===== config.mk =====
export PLATFORM = sky130hd
export DESIGN_NAME = porta_giratoria_arbitro_flat
export DESIGN_NICKNAME = d
export VERILOG_FILES = /design/src/rtl/porta_giratoria_arbitro_if.sv /design/src/rtl/porta_giratoria_arbitro.sv /design/src/flat_wrapper.sv
export SDC_FILE = /design/constraint.sdc
export NUM_CORES = 1
export LEC_CHECK = 0
export BUFFER_PORTS_ARGS = -buffer_cell sky130_fd_sc_hd__buf_4
export CORE_MARGIN = 2
export CORE_UTILIZATION = 30
export CTS_CLUSTER_SIZE = 30
export DETAILED_ROUTE_END_ITERATION = 16
export GPL_TIMING_DRIVEN = 0
export SETUP_SLACK_MARGIN = 0.05
export SLEW_MARGIN = 20
export SYNTH_ARGS = -nofsm -noshare
export SYNTH_HDL_FRONTEND = slang
export SYNTH_SLANG_ARGS = --single-unit

===== constraint.sdc =====
create_clock -name clock -period 3.5 [get_ports clock]
set_input_delay 0.7 -clock clock [delete_from_list [all_inputs] [get_ports clock]]
set_output_delay 0.7 -clock clock [all_outputs]
set_load 0.01 [all_outputs]

===== src/rtl/porta_giratoria_arbitro_if.sv =====
// Revolving-door controller bundle: push-button/sensor inputs and LED/lock outputs.
// CONTADOR_PESSOAS_EN adds the occupancy count to the bundle.
interface porta_giratoria_arbitro_if #(
   parameter int LOTACAO_MAX = 15
);
   localparam int CNT_W = $clog2(LOTACAO_MAX + 1);

   logic       req_entrada;
   logic       req_saida;
   logic       sensor_passagem;
   logic       detector_metal;
   logic       liberar_guarda;
   logic [1:0] ledVerde;
   logic [1:0] ledVermelho;
   logic       trava;
   logic       ocupado;
   logic       alarme;
`ifdef CONTADOR_PESSOAS_EN
   logic [CNT_W-1:0] contagem;
`endif

   modport slave (
`ifdef CONTADOR_PESSOAS_EN
      output contagem,
`endif
      input  req_entrada, req_saida, sensor_passagem, detector_metal, liberar_guarda,
      output ledVerde, ledVermelho, trava, ocupado, alarme
   );

   modport master (
`ifdef CONTADOR_PESSOAS_EN
      input  contagem,
`endif
      output req_entrada, req_saida, sensor_passagem, detector_metal, liberar_guarda,
      input  ledVerde, ledVermelho, trava, ocupado, alarme
   );
endinterface


===== src/rtl/porta_giratoria_arbitro.sv =====
// Round-robin arbiter for one revolving door shared by entry and exit, with passage
// timeout, guard interval and metal-detector lockout. CONTADOR_PESSOAS_EN adds occupancy gating.
module porta_giratoria_arbitro #(
   parameter int TEMPO_PASSAGEM  = 8,
   parameter int TEMPO_INTERVALO = 2,
   parameter int CONT_W          = 4,
   parameter int LOTACAO_MAX     = 15
) (
   input  logic                          clock,
   input  logic                          reset,
   porta_giratoria_arbitro_if.slave      bus
);
   typedef enum logic [2:0] {
      OCIOSO, LIBERA_ENTRADA, LIBERA_SAIDA, INTERVALO, BLOQUEADO
   } estado_t;

   localparam logic [CONT_W-1:0] FIM_PASSAGEM  = CONT_W'(TEMPO_PASSAGEM - 1);
   localparam logic [CONT_W-1:0] FIM_INTERVALO = CONT_W'(TEMPO_INTERVALO - 1);

   estado_t           estado_q, estado_d;
   logic [CONT_W-1:0] timer_q, timer_d;
   logic              ultimo_entrada_q, ultimo_entrada_d;
   logic              req_entrada_ok;

`ifdef CONTADOR_PESSOAS_EN
   localparam int CNT_W = $clog2(LOTACAO_MAX + 1);
   localparam logic [CNT_W-1:0] LOTADO = CNT_W'(LOTACAO_MAX);

   logic [CNT_W-1:0] contagem_q, contagem_d;

   // A full room only blocks new entries; exits still drain it.
   assign req_entrada_ok = bus.req_entrada && (contagem_q != LOTADO);
   assign bus.contagem   = contagem_q;

   always_comb begin
      contagem_d = contagem_q;
      if (estado_q == LIBERA_ENTRADA && bus.sensor_passagem && !bus.detector_metal &&
          contagem_q != LOTADO)
         contagem_d = contagem_q + 1'b1;
      else if (estado_q == LIBERA_SAIDA && bus.sensor_passagem && contagem_q != '0)
         contagem_d = contagem_q - 1'b1;
   end

   always_ff @(posedge clock or posedge reset) begin
      if (reset) contagem_q <= '0;
      else       contagem_q <= contagem_d;
   end
`else
   assign req_entrada_ok = bus.req_entrada;
`endif

   always_comb begin
      estado_d         = estado_q;
      timer_d          = timer_q + 1'b1;
      ultimo_entrada_d = ultimo_entrada_q;
      case (estado_q)
         OCIOSO: begin
            timer_d = '0;
            // On a tie the side that was not served last wins.
            if (req_entrada_ok && (!bus.req_saida || !ultimo_entrada_q)) begin
               estado_d         = LIBERA_ENTRADA;
               ultimo_entrada_d = 1'b1;
            end else if (bus.req_saida) begin
               estado_d         = LIBERA_SAIDA;
               ultimo_entrada_d = 1'b0;
            end
         end
         LIBERA_ENTRADA: begin
            if (bus.detector_metal) begin
               estado_d = BLOQUEADO;
               timer_d  = '0;
            end else if (bus.sensor_passagem || timer_q == FIM_PASSAGEM) begin
               estado_d = INTERVALO;
               timer_d  = '0;
            end
         end
         LIBERA_SAIDA: begin
            if (bus.sensor_passagem || timer_q == FIM_PASSAGEM) begin
               estado_d = INTERVALO;
               timer_d  = '0;
            end
         end
         INTERVALO: begin
            if (timer_q == FIM_INTERVALO) begin
               estado_d = OCIOSO;
               timer_d  = '0;
            end
         end
         BLOQUEADO: begin
            timer_d = '0;
            if (bus.liberar_guarda) estado_d = INTERVALO;
         end
         default: begin
            estado_d = OCIOSO;
            timer_d  = '0;
         end
      endcase
   end

   always_ff @(posedge clock or posedge reset) begin
      if (reset) begin
         estado_q         <= OCIOSO;
         timer_q          <= '0;
         ultimo_entrada_q <= 1'b0;
      end else begin
         estado_q         <= estado_d;
         timer_q          <= timer_d;
         ultimo_entrada_q <= ultimo_entrada_d;
      end
   end

   always_comb begin
      bus.ledVerde    = 2'b00;
      bus.ledVermelho = 2'b11;
      bus.trava       = 1'b1;
      bus.ocupado     = 1'b1;
      bus.alarme      = 1'b0;
      case (estado_q)
         OCIOSO:         bus.ocupado = 1'b0;
         LIBERA_ENTRADA: begin
            bus.ledVerde    = 2'b10;
            bus.ledVermelho = 2'b01;
            bus.trava       = 1'b0;
         end
         LIBERA_SAIDA: begin
            bus.ledVerde    = 2'b01;
            bus.ledVermelho = 2'b10;
            bus.trava       = 1'b0;
         end
         BLOQUEADO:      bus.alarme = 1'b1;
         default:        ;
      endcase
   end
endmodule


===== src/flat_wrapper.sv =====
// flat-port wrapper written by rule: the top's interface ports become plain ports
module porta_giratoria_arbitro_flat 
#(
   parameter int TEMPO_PASSAGEM  = 8,
   parameter int TEMPO_INTERVALO = 2,
   parameter int CONT_W          = 4,
   parameter int LOTACAO_MAX     = 15
)
  (clock, reset, bus_req_entrada, bus_req_saida, bus_sensor_passagem, bus_detector_metal, bus_liberar_guarda, bus_ledVerde, bus_ledVermelho, bus_trava, bus_ocupado, bus_alarme);
  porta_giratoria_arbitro_if #(.LOTACAO_MAX(LOTACAO_MAX)) bus_i ();
  input  logic clock;
  input  logic reset;
  input wire logic [$bits(bus_i.req_entrada)-1:0] bus_req_entrada;
  input wire logic [$bits(bus_i.req_saida)-1:0] bus_req_saida;
  input wire logic [$bits(bus_i.sensor_passagem)-1:0] bus_sensor_passagem;
  input wire logic [$bits(bus_i.detector_metal)-1:0] bus_detector_metal;
  input wire logic [$bits(bus_i.liberar_guarda)-1:0] bus_liberar_guarda;
  output wire logic [$bits(bus_i.ledVerde)-1:0] bus_ledVerde;
  output wire logic [$bits(bus_i.ledVermelho)-1:0] bus_ledVermelho;
  output wire logic [$bits(bus_i.trava)-1:0] bus_trava;
  output wire logic [$bits(bus_i.ocupado)-1:0] bus_ocupado;
  output wire logic [$bits(bus_i.alarme)-1:0] bus_alarme;
  assign bus_i.req_entrada = bus_req_entrada;
  assign bus_i.req_saida = bus_req_saida;
  assign bus_i.sensor_passagem = bus_sensor_passagem;
  assign bus_i.detector_metal = bus_detector_metal;
  assign bus_i.liberar_guarda = bus_liberar_guarda;
  assign bus_ledVerde = bus_i.ledVerde;
  assign bus_ledVermelho = bus_i.ledVermelho;
  assign bus_trava = bus_i.trava;
  assign bus_ocupado = bus_i.ocupado;
  assign bus_alarme = bus_i.alarme;
  porta_giratoria_arbitro #(.TEMPO_PASSAGEM(TEMPO_PASSAGEM), .TEMPO_INTERVALO(TEMPO_INTERVALO), .CONT_W(CONT_W), .LOTACAO_MAX(LOTACAO_MAX)) u_core (.clock(clock), .reset(reset), .bus(bus_i));
endmodule

## Word-level counts from Yosys, hierarchy flattened

Index checks and enable logic that the tools add are counted.

| word-level totals | value |
|---|---|
| register bits after elaboration | 8 |
| bits of input ports | 7 |
| output and inout port bits | 7 |
| word-level logic and storage cells | 41 |

| operators by class | value |
|---|---|
| add/sub/neg operators | 1 |
| equal/unequal tests | 9 |
| muxes and demuxes | 18 |
| reductions and logical operators | 10 |

Operator list:

| cell | count |
|---|---|
| 3-bit 2-to-1 mux | 6 |
| 3-bit case mux with 5 select lines | 1 |
| 4-bit 2-to-1 mux | 3 |
| 4-bit case mux with 3 select lines | 1 |
| 2-bit case mux with 2 select lines | 2 |
| 3-bit by 2-bit equality test with 1-bit output (second input constant) | 2 |
| 1-bit 2-to-1 mux | 5 |
| 4-bit by 1-bit adder with 4-bit output (second input constant) | 1 |
| 4-bit by 1-bit equality test with 1-bit output (second input constant) | 1 |
| 4-bit by 3-bit equality test with 1-bit output (second input constant) | 1 |
| 3-bit by 1-bit equality test with 1-bit output (second input constant) | 1 |
| 3-bit equality test (second input constant) | 1 |
| 3-bit logical NOT | 1 |
| 3-bit by 2-bit inequality test with 1-bit output (second input constant) | 1 |
| 3-bit AND reduction | 1 |
| 1-bit logical NOT | 2 |
| 1-bit logical OR | 2 |
| 2-bit by 1-bit inequality test with 1-bit output (second input constant) | 1 |
| 2-bit inequality test (second input constant) | 1 |
| 2-bit AND reduction | 1 |
| 2-bit nonzero test | 1 |
| 2-bit OR reduction | 1 |
| 1-bit logical AND | 1 |

## Depth between registers and ports, before layout

| logic depth | value |
|---|---|
| depth in word-level cells | 5 |
| mapped depth | 6 |
| gate-level depth less buffers | 6 |

## Worst setup path before layout

Ideal clock, no wire load.

| path | value |
|---|---|
| path kind | flip-flop to output port |
| start | register u_core.estado_q[0] |
| end | output bus_trava |
| data arrival time | 1.000 ns |
| required time | 2.800 ns |
| setup slack | 1.800 ns |
| cell stages (with the launch flop) | 5 |
| path buffers | 1 |
| cells stage by stage | dfrtp_1 -> buf_4 -> nor2b_4 -> and2b_4 -> nor2_1 |

| between the ends | value |
|---|---|
| word-level cells in the longest chain between the ends | 3 |
| elaborated cells between the ends (all ways) | 4 |
| those cells by class | 2 x eq/ne; 1 x mux; 1 x reduce/logical |

Ends and longest elaborated chain:

| item | RTL line | source |
|---|---|---|
| start: declaration | porta_giratoria_arbitro.sv:20 | `estado_t estado_q, estado_d;` |
| start signal: assignment | porta_giratoria_arbitro.sv:106 | `estado_q <= estado_d;` |
| 3-bit by 1-bit equality test with 1-bit output / 3-bit by 2-bit equality test with 1-bit output (equally long branches) | porta_giratoria_arbitro.sv:118 | `case (estado_q)` |
| 2-bit OR reduction (no line) * | - |  |
| 1-bit 2-to-1 mux * | porta_giratoria_arbitro.sv:118 |  |
| end: declaration | flat_wrapper.sv:20 | `output wire logic [$bits(bus_i.trava)-1:0] bus_trava;` |

Every way passes the cells marked *; elsewhere a longest branch is shown, timed or not.

## Final worst setup path

Ends and elaborated chain as after synthesis.

==> results.toml <==
[yosys]
synth_compound_area_share_pct = 20.8
syn_area_per_cell_um2 = 10.5
synth_mux_area_share_pct = 2.38
syn_nets = 64
synth_xor_area_share_pct = 3.03
syn_inst = 55
synth_top_cell_by_area = "dfrtp_1"
synth-seq-cells = 8
synth_adder_area_share_pct = 4.33
synth_area_um2 = 578
synth_top_area_share_pct = 34.6
ys_seq_area_share_pct = 34.6
ys_types = 31
synth_area_leaders = "dfrtp_1, inv_1, ha_1"
yosys_warnings = 0
synth_simple_gate_area_share_pct = 25.1
synth_top_family_by_area = "simple AND/OR/NAND/NOR gates"

[critical_path]
timing.rr.end = "u_core.timer_q[2]"
end_kind = "output port"
ff2ff_path_depth = 5
r2r_start = "u_core.timer_q[0]"
worst-path-max-fanout = 9
start_kind = "flip-flop"
r2r_setup_slack_ns = 2.10
arrival_ns = 1.34
path_class = "flip-flop to output port"
cp.required_ns = 2.80

[layout]
areaGrowthSynthToFinish_pct = 26.2
stdcell_count = 96
final_cell_mix = "buf_4, inv_1, dfrtp_1, nor2_2, clkbuf_4"
mostFrequentLayoutCell = "buf_4"
drive_gt1_share_pct = 46.5
fill_cells = 191
n_antenna_cell = 0
final_nets = 82

[placed_design]
dpl.cell_count = 93
place_ws_ns = 1.74
numPortBuffers = 13
dp_hpwl_um = 818
gp_congestion = 0.710

[cts]
clk_pin_slew_ns = 0.05
h-tree-depth = 1
ctsResizeCount = 0
cts_setup_buffers = 0
cts.hold.buffers_added = 0
clk-insertion-delay-late_ns = 0.26
cts_buffers = 3
cts_root_buf = "clkbuf_4"
clockBufferDepth = 2
cts.sinks = 8
cts_tree = "yes"

[sta]
finalMaxSlewViolations = 0
finalSetupViolCount = 0
rsz0062_at_grt = "false"
slew_headroom_pct = 72.6
tightest_slew_ns = 0.401
finalCritPeriodShare_pct = 58.3
setup_ws_ns = 1.46
fmax_mhz = 490
period_needed_ns = 2.04
setup_tns_ns = 0
finalHoldViolations = 0
finClkSkew_ns = 0.000848

[flow_run]
maxCapViolCount = 0

[global_route]
grt_max_degree = 11
grt_pass1_wl_um = 1590
grt_pass1_vias = 385
antenna_found_initial = 0
overflow = 0
grtUsageTotal_pct = 10.6

[detailed_routing]
route.vias.total = 447
drtIter0Drc = 3
drtPass1Iterations = 3
vias_per_cell = 4.66
postRouteAntennaNets = 0
wire_per_inst_um = 10.7
drc = 0
wirelength_um = 1030

[floorplan]
rows = 15
io_pins = 14
core_mm2 = 0.00176
die_y_um = 47.9
dieArea_mm2 = 0.00229
die_w_um = 47.9
start_util_pct = 32.8

[hold_path]
hold_class = "primary input to async pin"

[run_status]
outcome = "finished clean"

[power]
ir_drop_uv = 273
power_mw = 0.578
powerDensity_mw_per_mm2 = 792
p_leak_nw = 0.336
-- stage by stage --
| stage | area, um^2 | utilization, % | hold slack, ns |
|---|---|---|---|
| floorplan | 578 | - | 0.462 |
| global placement | 707 | 40.1 | 0.487 |
| detailed placement | 707 | 40.1 | 0.493 |
| CTS | 729 | 41.3 | 0.405 |
| global route | 729 | 41.3 | 0.422 |
| finish | 729 | 41.3 | 0.390 |
-- logic make-up (layout without fill, tap and decap cells) --
| group | count (synthesis) | in the layout |
|---|---|---|
| buf+inv | 11 | 27 |
| flops | 8 | 8 |
| simple gates | 17 | 17 |
| xor+xnor | 2 | 2 |
| mux | 1 | 1 |
| fa+ha+maj | 2 | 2 |
| compound gates | 14 | 14 |
-- worst max-delay path by stage --
stage | start | endpoint | slack (ns) | cells past startpoint
final | u_core.estado_q[0] | bus_trava | 1.46 | 5
after global placement | u_core.estado_q[0] | bus_trava | 1.73 | 5
after global routing | u_core.estado_q[0] | bus_trava | 1.40 | 5
after CTS | u_core.estado_q[0] | bus_trava | 1.46 | 5
after detailed placement | u_core.estado_q[0] | bus_trava | 1.74 | 5
after floorplan | u_core.estado_q[0] | bus_trava | 1.80 | 4
-- cell usage after synthesis --
| library cell | count |
|---|---|
| a22o_1 | 1 |
| nand2_1 | 1 |
| o21bai_1 | 1 |
| xor2_1 | 1 |
| nor2b_4 | 1 |
| inv_1 | 8 |
| a21o_1 | 1 |
| a211oi_1 | 1 |
| o31a_4 | 1 |
| nor2_2 | 4 |
| a21oi_1 | 2 |
| nor3_1 | 2 |
| nor2_8 | 1 |
| nor3b_2 | 2 |
| mux2i_2 | 1 |
| nor3_2 | 2 |
| nand3_1 | 1 |
| a2111o_1 | 1 |
| dfrtp_1 | 8 |
| ha_1 | 2 |
| a32oi_1 | 1 |
| xnor2_1 | 1 |
| o21ai_1 | 2 |
| a2111oi_0 | 1 |
| nor2_1 | 1 |
| and2b_4 | 1 |
| nor4b_1 | 1 |
| o311ai_2 | 1 |
| buf_4 | 2 |
| buf_6 | 1 |
| a31oi_1 | 1 |
-- flip-flops by register name (all words and copies together) (netlist names) --
name and cells:
u_core.ultimo_entrada_q 1, u_core.timer_q 4, u_core.estado_q 3
-- critical path, cell delays in order, from the launching register on --
cell,delay [ns]
dfrtp_1,0.32
buf_4,0.17
nor2b_4,0.20
and2b_4,0.20
nor2_1,0.05
buf_4,0.15
-- power breakdown --
group          leakage (nW)  total (mW)  internal, mW  switching (mW)
logic                 0.217       0.363         0.179           0.184
registers             0.104       0.143         0.121          0.0215
clock network        0.0138      0.0720        0.0393          0.0327
-- metal layers --
layer	part of all wire, %	up-vias	GRT usage [%]
li1	-	225	-
met1	44	211	11.9
met2	48	9	16.5
met3	6.8	2	6.79
met4	0.97	0	3.24
met5	0	-	0
-- area by class of cell --
cell class	instances	area, um^2	area share, %
multi-input cells	36	322	44.1
flip-flops and latches	8	200	27.4
repair buffers	13	97.6	13.4
well taps	25	31.3	4.29
inverters	8	30.0	4.12
plain buffers	3	26.3	3.60
clock buffers	3	22.5	3.09
(Power assumes the default switching activity.)
